`config.mk`:
```
export PLATFORM = sky130hd
export DESIGN_NAME = load_store_unit
export DESIGN_NICKNAME = d
export VERILOG_FILES = /design/src/rtl/load_store_unit.sv
export SDC_FILE = /design/constraint.sdc
export NUM_CORES = 1
export LEC_CHECK = 0
export ABC_AREA = 1
export CELL_PAD_IN_SITES_DETAIL_PLACEMENT = 0
export CELL_PAD_IN_SITES_GLOBAL_PLACEMENT = 1
export CORE_UTILIZATION = 30
export CTS_BUF_LIST = sky130_fd_sc_hd__clkbuf_4 sky130_fd_sc_hd__clkbuf_8 sky130_fd_sc_hd__clkbuf_16
export CTS_CLUSTER_DIAMETER = 200
export DETAILED_ROUTE_END_ITERATION = 16
export PLACE_DENSITY_LB_ADDON = 0.1
export SKIP_LAST_GASP = 1
export SYNTH_ARGS = -nofsm -noshare
export SYNTH_HDL_FRONTEND = slang
export SYNTH_SLANG_ARGS = --single-unit
```
`constraint.sdc`:
```
create_clock -name clk -period 3.5 [get_ports clk]
set_input_delay 0.7 -clock clk [delete_from_list [all_inputs] [get_ports clk]]
set_output_delay 0.7 -clock clk [all_outputs]
set_load 0.02 [all_outputs]
```
`src/rtl/load_store_unit.sv`:
```
// load_store_unit: RV32I data-memory initiator with sub-word load extension and read-modify-write stores
//
// Ports:
//   clk, reset            clock and synchronous active-high reset
//   req_valid/req_ready   request handshake; one request in flight at a time
//   req_is_store          1 = store, 0 = load
//   req_funct3            RV32I width/sign code (B, H, W, BU, HU)
//   req_addr, req_wdata   byte address and store data
//   resp_valid            one-cycle completion pulse
//   resp_rdata            extended load result (0 for stores and errors)
//   resp_error            misaligned, illegal funct3 or out-of-bounds
//   mem_*                 word-indexed memory port; read is combinational, write is whole-word
//
// Build option: define LSU_BOUNDS_CHECK_EN to flag word indices >= MEM_WORDS as errors.
module load_store_unit #(
  parameter int unsigned MEM_WORDS = 32
) (
  input  logic        clk,
  input  logic        reset,
  input  logic        req_valid,
  output logic        req_ready,
  input  logic        req_is_store,
  input  logic [2:0]  req_funct3,
  input  logic [31:0] req_addr,
  input  logic [31:0] req_wdata,
  output logic        resp_valid,
  output logic [31:0] resp_rdata,
  output logic        resp_error,
  output logic        mem_write_enable,
  output logic [31:0] mem_addr,
  output logic [31:0] mem_write_data,
  input  logic [31:0] mem_read_data
);
`ifdef LSU_BOUNDS_CHECK_EN
  localparam bit BOUNDS_EN = 1'b1;
`else
  localparam bit BOUNDS_EN = 1'b0;
`endif
  typedef enum logic [2:0] {IDLE, LOAD, MERGE, WRITE, RESP} state_t;
  state_t state, state_d;
  logic [31:0] addr_q, merged_q, rdata_q, ld_val, merged_d;
  logic [15:0] wdata_q, rhalf;
  logic [7:0]  rbyte;
  logic [4:0]  sh;
  logic [2:0]  f3_q;
  logic        err_q, req_err, bad_f3, misalign, oob;
  assign bad_f3   = req_funct3 inside {3'b011, 3'b110, 3'b111} || (req_is_store && req_funct3[2]);
  assign misalign = (req_funct3[1:0] == 2'b01 && req_addr[0]) || (req_funct3 == 3'b010 && req_addr[1:0] != 2'b00);
  assign oob      = BOUNDS_EN && ({2'b00, req_addr[31:2]} >= MEM_WORDS);
  assign req_err  = bad_f3 || misalign || oob;
  assign sh    = {addr_q[1:0], 3'b000};
  assign rbyte = 8'(mem_read_data >> sh);
  assign rhalf = addr_q[1] ? mem_read_data[31:16] : mem_read_data[15:0];
  // funct3[2] selects zero extension; funct3[1] marks a full word
  assign ld_val = f3_q[1] ? mem_read_data :
                  f3_q[0] ? {{16{~f3_q[2] & rhalf[15]}}, rhalf} :
                            {{24{~f3_q[2] & rbyte[7]}}, rbyte};
  assign merged_d = f3_q[0] ?
    (mem_read_data & ~(32'h0000_FFFF << {addr_q[1], 4'b0000})) | ({16'h0, wdata_q} << {addr_q[1], 4'b0000}) :
    (mem_read_data & ~(32'h0000_00FF << sh)) | ({24'h0, wdata_q[7:0]} << sh);
  always_comb begin
    state_d          = state;
    req_ready        = state == IDLE;
    resp_valid       = state == RESP;
    resp_rdata       = state == RESP ? rdata_q : 32'h0;
    resp_error       = state == RESP && err_q;
    mem_addr         = state inside {LOAD, MERGE, WRITE} ? {2'b00, addr_q[31:2]} : 32'h0;
    mem_write_data   = state == WRITE ? merged_q : 32'h0;
    mem_write_enable = state == WRITE && !reset;
    case (state)
      IDLE:    if (req_valid) state_d = req_err ? RESP : !req_is_store ? LOAD : req_funct3 == 3'b010 ? WRITE : MERGE;
      LOAD:    state_d = RESP;
      MERGE:   state_d = WRITE;
      WRITE:   state_d = RESP;
      default: state_d = IDLE;
    endcase
  end
  always_ff @(posedge clk) begin
    if (reset) begin
      state    <= IDLE;
      addr_q   <= '0;
      f3_q     <= '0;
      wdata_q  <= '0;
      merged_q <= '0;
      rdata_q  <= '0;
      err_q    <= 1'b0;
    end else begin
      state <= state_d;
      if (state == IDLE && req_valid) begin
        addr_q   <= req_addr;
        f3_q     <= req_funct3;
        wdata_q  <= req_wdata[15:0];
        merged_q <= req_wdata;
        rdata_q  <= '0;
        err_q    <= req_err;
      end
      if (state == LOAD) rdata_q <= ld_val;
      if (state == MERGE) merged_q <= merged_d;
    end
  end
endmodule

```
# Word level (Yosys, flattened, before mapping)
# Index checks and enable logic that the tools add are counted.
[op_classes]
eq_ne = 10
n_mux = 16
reduce_logical = 17
bitwise_logic = 9
shifts = 5
[ops]
columns = ["op", "count"]
rows = [
  ["32-bit 2-to-1 mux", 9],
  ["32-bit bitwise AND", 2],
  ["32-bit NOT", 2],
  ["32-bit OR", 2],
  ["16-bit by 5-bit << shifter with 32-bit output", 1],
  ["16-bit by 5-bit << shifter with 32-bit output, first input constant", 1],
  ["8-bit by 5-bit << shifter with 32-bit output", 1],
  ["8-bit by 5-bit << shifter with 32-bit output, first input constant", 1],
  ["32-bit by 5-bit right shift with 8-bit output", 1],
  ["30-bit 2-to-1 mux", 1],
  ["16-bit 2-to-1 mux", 1],
  ["3-bit by 2-bit == test with 1-bit output, second input constant", 4],
  ["3-bit == test, second input constant", 3],
  ["3-bit one-hot mux with 3 select lines", 1],
  ["1-bit logical AND", 6],
  ["3-bit 2-to-1 mux", 2],
  ["2-bit nonzero test", 3],
  ["3-bit nonzero test", 2],
  ["3-bit by 1-bit == test with 1-bit output, second input constant", 1],
  ["3-bit logical NOT", 1],
  ["1-bit logical OR", 3],
  ["1-bit bitwise AND", 2],
  ["2-bit by 1-bit == test with 1-bit output, second input constant", 1],
  ["2-bit 2-to-1 mux", 1],
  ["5 further kinds", 5],
]
[word_totals]
out_inout_bits = 100
elab_cells = 64
in_bits = 103
register_bits = 119

# Depth between registers and ports, before layout
# Gate-level depths: netlist of run 1.
[logic_depth]
depth_word = 7
ltp_mapped = 10
mapped_depth_nobuf = 9

# Least setup slack after synthesis of run 1
# No wires, ideal clock.
[synth_timing]
path_type = "flip-flop to output port"
start = "register state[0]"
end = "output resp_rdata[10]"
t_arrival_ps = 1468
required_ps = 2800
path_slack_ps = 1332
path_buffers = 1
path_stages_with_launch = 7
path_cell_list = "dfxtp_1 -> inv_1 -> nand2_4 -> nor2_1 -> inv_1 -> buf_1 -> nor2_1"
[synth_between]
elab_chain_len = 2
[synth_lines]
columns = ["element", "line", "text"]
rows = [
  ["start: declaration", "40", "state_t state, state_d;"],
  ["start signal: assignment", "88", "state <= state_d;"],
  ["3-bit == test", "--", ""],
  ["named net resp_valid", "26", "output logic resp_valid,"],
  ["32-bit 2-to-1 mux", "65", "resp_rdata = state == RESP ? rdata_q : 32'h0;"],
  ["end: declaration", "27", "output logic [31:0] resp_rdata,"],
]
# The timed path passes the listed nets, and every way through them passes these cells.

# Worst setup path after layout of run 1
[layout_timing]
start = "register state[1]"
end = "output mem_addr[29]"
[layout_between]
elab_chain_len = 3
word_cells_on_any_way = 5
cone_classes = "eq/ne (3); mux (1); reduce/logical (1)"
[layout_lines]
columns = ["element", "line", "text"]
rows = [
  ["3-bit by 1-bit == test with 1-bit output or 3-bit by 2-bit == test with 1-bit output (tied branches)", "67", "mem_addr = state inside {LOAD, MERGE, WRITE} ? {2'b00, addr_q[31:2]} : 32'h0;"],
  ["3-bit nonzero test *", "67", ""],
  ["30-bit 2-to-1 mux *", "67", ""],
  ["end: declaration", "30", "output logic [31:0] mem_addr,"],
]
# Every way passes the cells marked *; elsewhere a longest branch is shown, timed or not.

==> results of run 1 <==
## routing by layer
metal	global-route usage	routed length (um)
met1	0.279	11500
met4	0.0505	218
met3	0.0599	1760
met2	0.325	10700
met5	0	0
## cells by family after synthesis
kind of cell	share of synthesized area
DFF	0.355
AOI/OAI and AO/OA	0.303
buffers and inverters	0.154
and+or+nand+nor	0.188
other	0.000559
## stage by stage
stage,utilization,instances,total power (W),hold slack (ns),cell area (um^2)
floorplan,-,1063,0.00207,0.430,6710
global placement,0.402,1482,0.00235,0.440,8790
global route,0.429,1514,0.00430,0.469,9380
detailed placement,0.402,1482,0.00235,0.448,8790
finish,0.429,1514,0.00409,0.454,9380
CTS,0.429,1514,0.00414,0.458,9380
## placed cells by master, fill, tap and decap left out, drive strengths merged
| cell type | count |
|---|---|
| nand3 | 15 |
| clkbuf | 17 |
| a21oi | 214 |
| bufinv | 2 |
| or2 | 1 |
| buf | 16 |
| clkinvlp | 2 |
| nor2 | 133 |
| nand2 | 144 |
| conb | 2 |
| o21ai | 171 |
| clkdlybuf4s50 | 199 |
| dfxtp | 119 |
| o211ai | 9 |
| nor3 | 7 |
| inv | 178 |
| clkinv | 5 |
## how the worst min path moves through the flow
stage          startpoint    endpoint  slack (ns)  depth (start not counted)
3_3_place_gp   addr_q[21]  addr_q[21]        0.44                          2
2_1_floorplan  addr_q[10]  addr_q[10]        0.43                          2
3_5_place_dp   addr_q[28]  addr_q[28]        0.45                          2
4_1_cts        addr_q[28]  addr_q[28]        0.46                          2
6_report       addr_q[20]  addr_q[20]        0.45                          2
5_1_grt        addr_q[25]  addr_q[25]        0.47                          2
## worst min-delay path: stages, from the launching register on
cell	delay [ns]
dfxtp_1	0.30
inv_1	0.06
a21oi_1	0.06
## power by group
group          switching, W  internal [W]  total [W]  leakage (nW)
sequential        0.0000490       0.00146    0.00151         0.978
clock              0.000705       0.00107    0.00177         0.288
combinational      0.000520      0.000297   0.000818          2.26
total               0.00127       0.00282    0.00409          3.53
## flip-flops by register name (all words and copies together), names as in the netlist
| name | cells |
|---|---|
| f3_q | 3 |
| addr_q | 32 |
| state | 3 |
| merged_q | 32 |
| err_q | 1 |
| wdata_q | 16 |
| rdata_q | 32 |
## cell type report
type | instances | area (um^2)
multi-input cells | 696 | 3300
fillers | 2407 | 12500
clock inverters | 15 | 169
flip-flops and latches | 119 | 2380
clock buffers | 17 | 425
inverters | 172 | 646
repair buffers | 215 | 2110
well taps | 280 | 350
==> metrics.cfg, run 1 <==
[route]
detail_route.vias_per_cell = 4.72
route.vias.total = 7153
wl_per_cell_um = 15.9
drt-total-wl_mm = 24.1
firstDrtPassIters = 6
drcViolationCount = 0
initialDrtViolationCount = 468
drtAntennaViolNets = 0

[power]
peakVddDrop_mv = 0.311
leakage_nw = 3.53
pwr_density_cell_mw_per_mm2 = 436

[global_routing]
first_global_vias = 6496
grt_util_all_layers = 0.208
globalRouteOverflowTotal = 0
grt_pass1_wl_mm = 35.9
grt_antenna_before_repair = 0
grt_max_degree = 71

[sta]
tightest_slew_ns = 1.01
clock_skew_ns = 0.00858
grt_setup_unrepaired = no
finalSetupViolCount = 0
fin_tns_setup_ns = 0
layout_worst_path_cycle_share = 0.844
slew-limit-headroom = 0.327
hold_viol_final = 0
post-route-worst-setup-slack_ns = 0.547
timing_max_transition_violations_final = 0
post-route-min-period_ns = 2.95
fmaxAchievable_mhz = 339

[critical_path]
max_stage_delay_ns = 0.61
crit_start = state[1]
path_depth = 6
cells_on_worst_reg2reg_path = 9
cp-start-kind = register
critical_path.slowest_cell = clkdlybuf4s50_1
cp_top_family = buffers and inverters
worstSetupEndpointType = output pin
critical_path_arrival_ns = 2.25
crit-reg2reg-launch = addr_q[1]
rrSetupSlack_ns = 1.35
criticalPathCategory = reg -> out
cp_max_fo = 19
cp.buffers_inverters = 3
worst_ep_required_time_ns = 2.80
crit_chain = inv_2 -> nand2_4 -> nand2_1 -> buf_4 -> nor2_1 -> clkdlybuf4s50_1
setup.worst_path.end = mem_addr[29]
regToRegEndpoint = rdata_q[12]

[floorplan]
fp.dieH_um = 152
std_cell_rows = 54
initial_core_utilization = 0.307
die_extent_in_x_um = 152
ios = 203
core_area_mm2 = 0.0219
dieArea_mm2 = 0.0230

[clock_network]
clk_pin_slew_ns = 0.06
cts_made_buffers = 17
tritoncts = done
cts_setup_buffers = 0
post_cts_resized = 0
clkSinkCount = 119
h_tree_depth = 4
cts.hold.buffers_added = 0
clock_insertion_delay_worst_skew_ns = 0.42
cts-root-to-sink-buffers = 2
clockRootBuffer = clkbuf_16

[synthesis]
synth_async_sr_flop_share = 0
synth_common_cells = 204 x a21oi_1, 165 x inv_1, 145 x o21ai_0, 129 x nor2_1, 126 x nand2_1
synth.cell_area_mm2 = 0.00671
synth.top_cells.by_area = dfxtp_1 36%, a21oi_1 15%, o21ai_0 11%
synth_top_area_share = 0.355
syn_area_per_cell_um2 = 6.32
synth_top_cell_by_area = dfxtp_1
synth_edf_count = 0
synth-seq-area-share = 0.355
post_synthesis_cell_type_count = 25
synth_top_flop_cell = dfxtp_1
most_frequent_cell_after_synthesis = a21oi_1
yosysWarningCount = 0
ys_ff_latch = 119
syn-instance-count = 1062

[placed_design]
dp_slack_ns = 0.974
gp_congestion = 0.899
io_buffers = 200
hpwl_after_dpl_mm = 17.7

[finish]
drive_gt1_frac = 0.0746
layout-area-overhead-vs-synth_pct = 39.8
antenna-diode-count = 0
finish.net_count = 1324

[outcome]
outcome = finished, final reports clean

[worst_hold_path]
timing.hold.worst.class = reg -> reg

[job]
max_cap_viol_count = 0

No activity file was read; power rests on OpenSTA's default activity.
==> run 2, diff against run 1 <==
- CORE_UTILIZATION: 30 -> 29
- clock period: 3.5 -> 2.4 ns (I/O delays scaled with it)
==> run 2 against run 1 <==
First-iteration DRC count is 6.4% lower. Cell count is 0.99% higher. Clock skew is 0.00090 ns higher. Clock power is 48% higher. Critical path depth is 1 higher. Wire length is 1.6% higher. Flip-flop and latch count stayed put. Setup slack worse by 0.43 ns. Global-route usage is 0.27 points higher. Highest routed layer unchanged.
==> metrics.cfg, run 2 (synthesis results as in run 1) <==
[outcome]
outcome = finished, final reports clean

[placed_design]
hpwl_after_dpl_mm = 18.3  ; +3.6%
gp_congestion = 0.850  ; -5.5%
io_buffers = 200  ; unchanged
dp_slack_ns = 0.277  ; -0.697 ns

[critical_path]
path_depth = 7  ; +1
criticalPathCategory = reg -> out
critical_path_arrival_ns = 1.80  ; -0.45 ns
crit_chain = inv_1 -> nand2_4 -> nor2_1 -> inv_1 -> buf_4 -> nor2_1 -> dlygate4sd2_1
cp.buffers_inverters = 4  ; +1
critical_path.slowest_cell = dlygate4sd2_1
cp-start-kind = register
worstSetupEndpointType = output pin
cells_on_worst_reg2reg_path = 9  ; unchanged
cp_max_fo = 33  ; +14
max_stage_delay_ns = 0.34  ; -0.27 ns
cp_top_family = buffers and inverters
worst_ep_required_time_ns = 1.92  ; -0.88 ns

[route]
drtAntennaViolNets = 0  ; unchanged
route.vias.total = 7196  ; +0.60%
initialDrtViolationCount = 438  ; -6.4%
firstDrtPassIters = 5  ; -1
detail_route.vias_per_cell = 4.71  ; -0.39%
wl_per_cell_um = 16.0  ; +0.60%
drt-total-wl_mm = 24.5  ; +1.6%
drcViolationCount = 0  ; unchanged

[sta]
post-route-worst-setup-slack_ns = 0.117  ; -0.430 ns
fmaxAchievable_mhz = 438
hold_viol_final = 0  ; unchanged
slew-limit-headroom = 0.372  ; +0.0445
layout_worst_path_cycle_share = 0.951
grt_setup_unrepaired = yes
clock_skew_ns = 0.00948  ; +0.000903 ns
whs_ns = 0.450  ; -0.00331 ns
finalSetupViolCount = 0  ; unchanged
timing_max_transition_violations_final = 0  ; unchanged
post-route-min-period_ns = 2.28
tightest_slew_ns = 0.939  ; -0.0665 ns

[finish]
fill_cells = 2520  ; +4.7%
biggestRegsByFlops = addr_q (32), merged_q (32), rdata_q (32)
layout-area-overhead-vs-synth_pct = 39.6
layout.cells.most_common = a21oi_1
final_cell_mix = 204 x a21oi_1, 165 x inv_1, 145 x o21ai_0
drive_gt1_frac = 0.0829  ; +0.00838
finish.net_count = 1332  ; +0.60%

[clock_network]
clock_insertion_delay_worst_skew_ns = 0.43  ; about the same
cts_made_buffers = 17  ; unchanged
h_tree_depth = 4  ; unchanged
cts-root-to-sink-buffers = 2  ; unchanged
tritoncts = done
clk_pin_slew_ns = 0.06  ; about the same
clkSinkCount = 119  ; unchanged
clockRootBuffer = clkbuf_16
cts.hold.buffers_added = 0  ; unchanged

[global_routing]
globalRouteOverflowTotal = 0  ; unchanged
first_global_vias = 6870  ; +5.8%
grt_util_all_layers = 0.210  ; +0.00268
grt_antenna_before_repair = 2  ; +2
grt_pass1_wl_mm = 38.5  ; +7.2%
grt_max_degree = 66  ; -7.0%

[worst_hold_path]
timing.hold.worst_path_depth = 2  ; unchanged
timing.hold.worst.class = reg -> reg

[floorplan]
ios = 203  ; unchanged
core_area_mm2 = 0.0226  ; +3.4%
die_extent_in_x_um = 154  ; +1.7%
fp.dieH_um = 154  ; +1.7%
initial_core_utilization = 0.296  ; -0.0101
std_cell_rows = 55  ; +1.9%
dieArea_mm2 = 0.0238  ; +3.4%

[power]
pwr_density_cell_mw_per_mm2 = 643  ; +47%
leakage_nw = 4.01  ; +14%
power.total_w = 0.00603  ; +47%
peakVddDrop_mv = 0.452  ; +46%

[job]
max_cap_viol_count = 0  ; unchanged

run 2: power by group:
| group | leakage (nW) | total, W | internal [W] | switching, W |
|---|---|---|---|---|
| Sequential | 0.978 | 0.00220 | 0.00212 | 0.0000765 |
| Clock | 0.287 | 0.00262 | 0.00158 | 0.00104 |
| Combinational | 2.74 | 0.00120 | 0.000447 | 0.000756 |
| Total | 4.01 | 0.00603 | 0.00416 | 0.00187 |
run 2: tightest hold or removal path, stage by stage (launching register included):
cell and delay, ns:
dfxtp_1 0.30, inv_1 0.06, a21oi_1 0.05
run 2: per-layer routing:
metal	vias to the layer above	global-route usage	wire length, um
li1	3729	-	-
met2	210	0.329	10900
met3	20	0.0471	1490
met1	3237	0.287	11800
met5	-	0	0
met4	0	0.0638	377
run 2: repair_timing:
action / CTS / global route
cloned: 0 / 0
resized for setup: 96 / 10
endpoints found under the setup margin: 96 / 36
setup buffers: 0 / 0
run 2: metrics by stage:
| stage | setup TNS, ns | cells | area, um^2 | util |
|---|---|---|---|---|
| 3_3_place_gp | 0 | 1495 | 8880 | 0.392 |
| 4_1_cts | 0 | 1527 | 9360 | 0.414 |
| 2_1_floorplan | 0 | 1063 | 6710 | - |
| 3_5_place_dp | 0 | 1495 | 8880 | 0.392 |
| 6_report | 0 | 1529 | 9370 | 0.414 |
| 5_1_grt | -0.0628 | 1527 | 9370 | 0.414 |
run 2: worst paths after layout:
path              from  slack, ns             end
max           state[0]       0.12  resp_rdata[30]
min          addr_q[9]       0.45       addr_q[9]
max reg2reg  addr_q[1]       0.44     rdata_q[11]
min reg2reg  addr_q[9]       0.45       addr_q[9]
run 2: final cells by class:
class	instances	area (um^2)	area share
multi-input combinational	696	3300	0.353
sequential	119	2380	0.254
tap	285	357	0.0381
clock buffer	18	439	0.0469
clock inverter	14	164	0.0175
timing repair buffer	223	2070	0.221
antenna	2	5.00	0.000534
inverter	172	646	0.0689
==> run 3, diff against run 2 <==
- CAP_MARGIN: not set -> 20
==> results of run 3 <==
Final layout, timing and power as in run 2 (identical DEF).
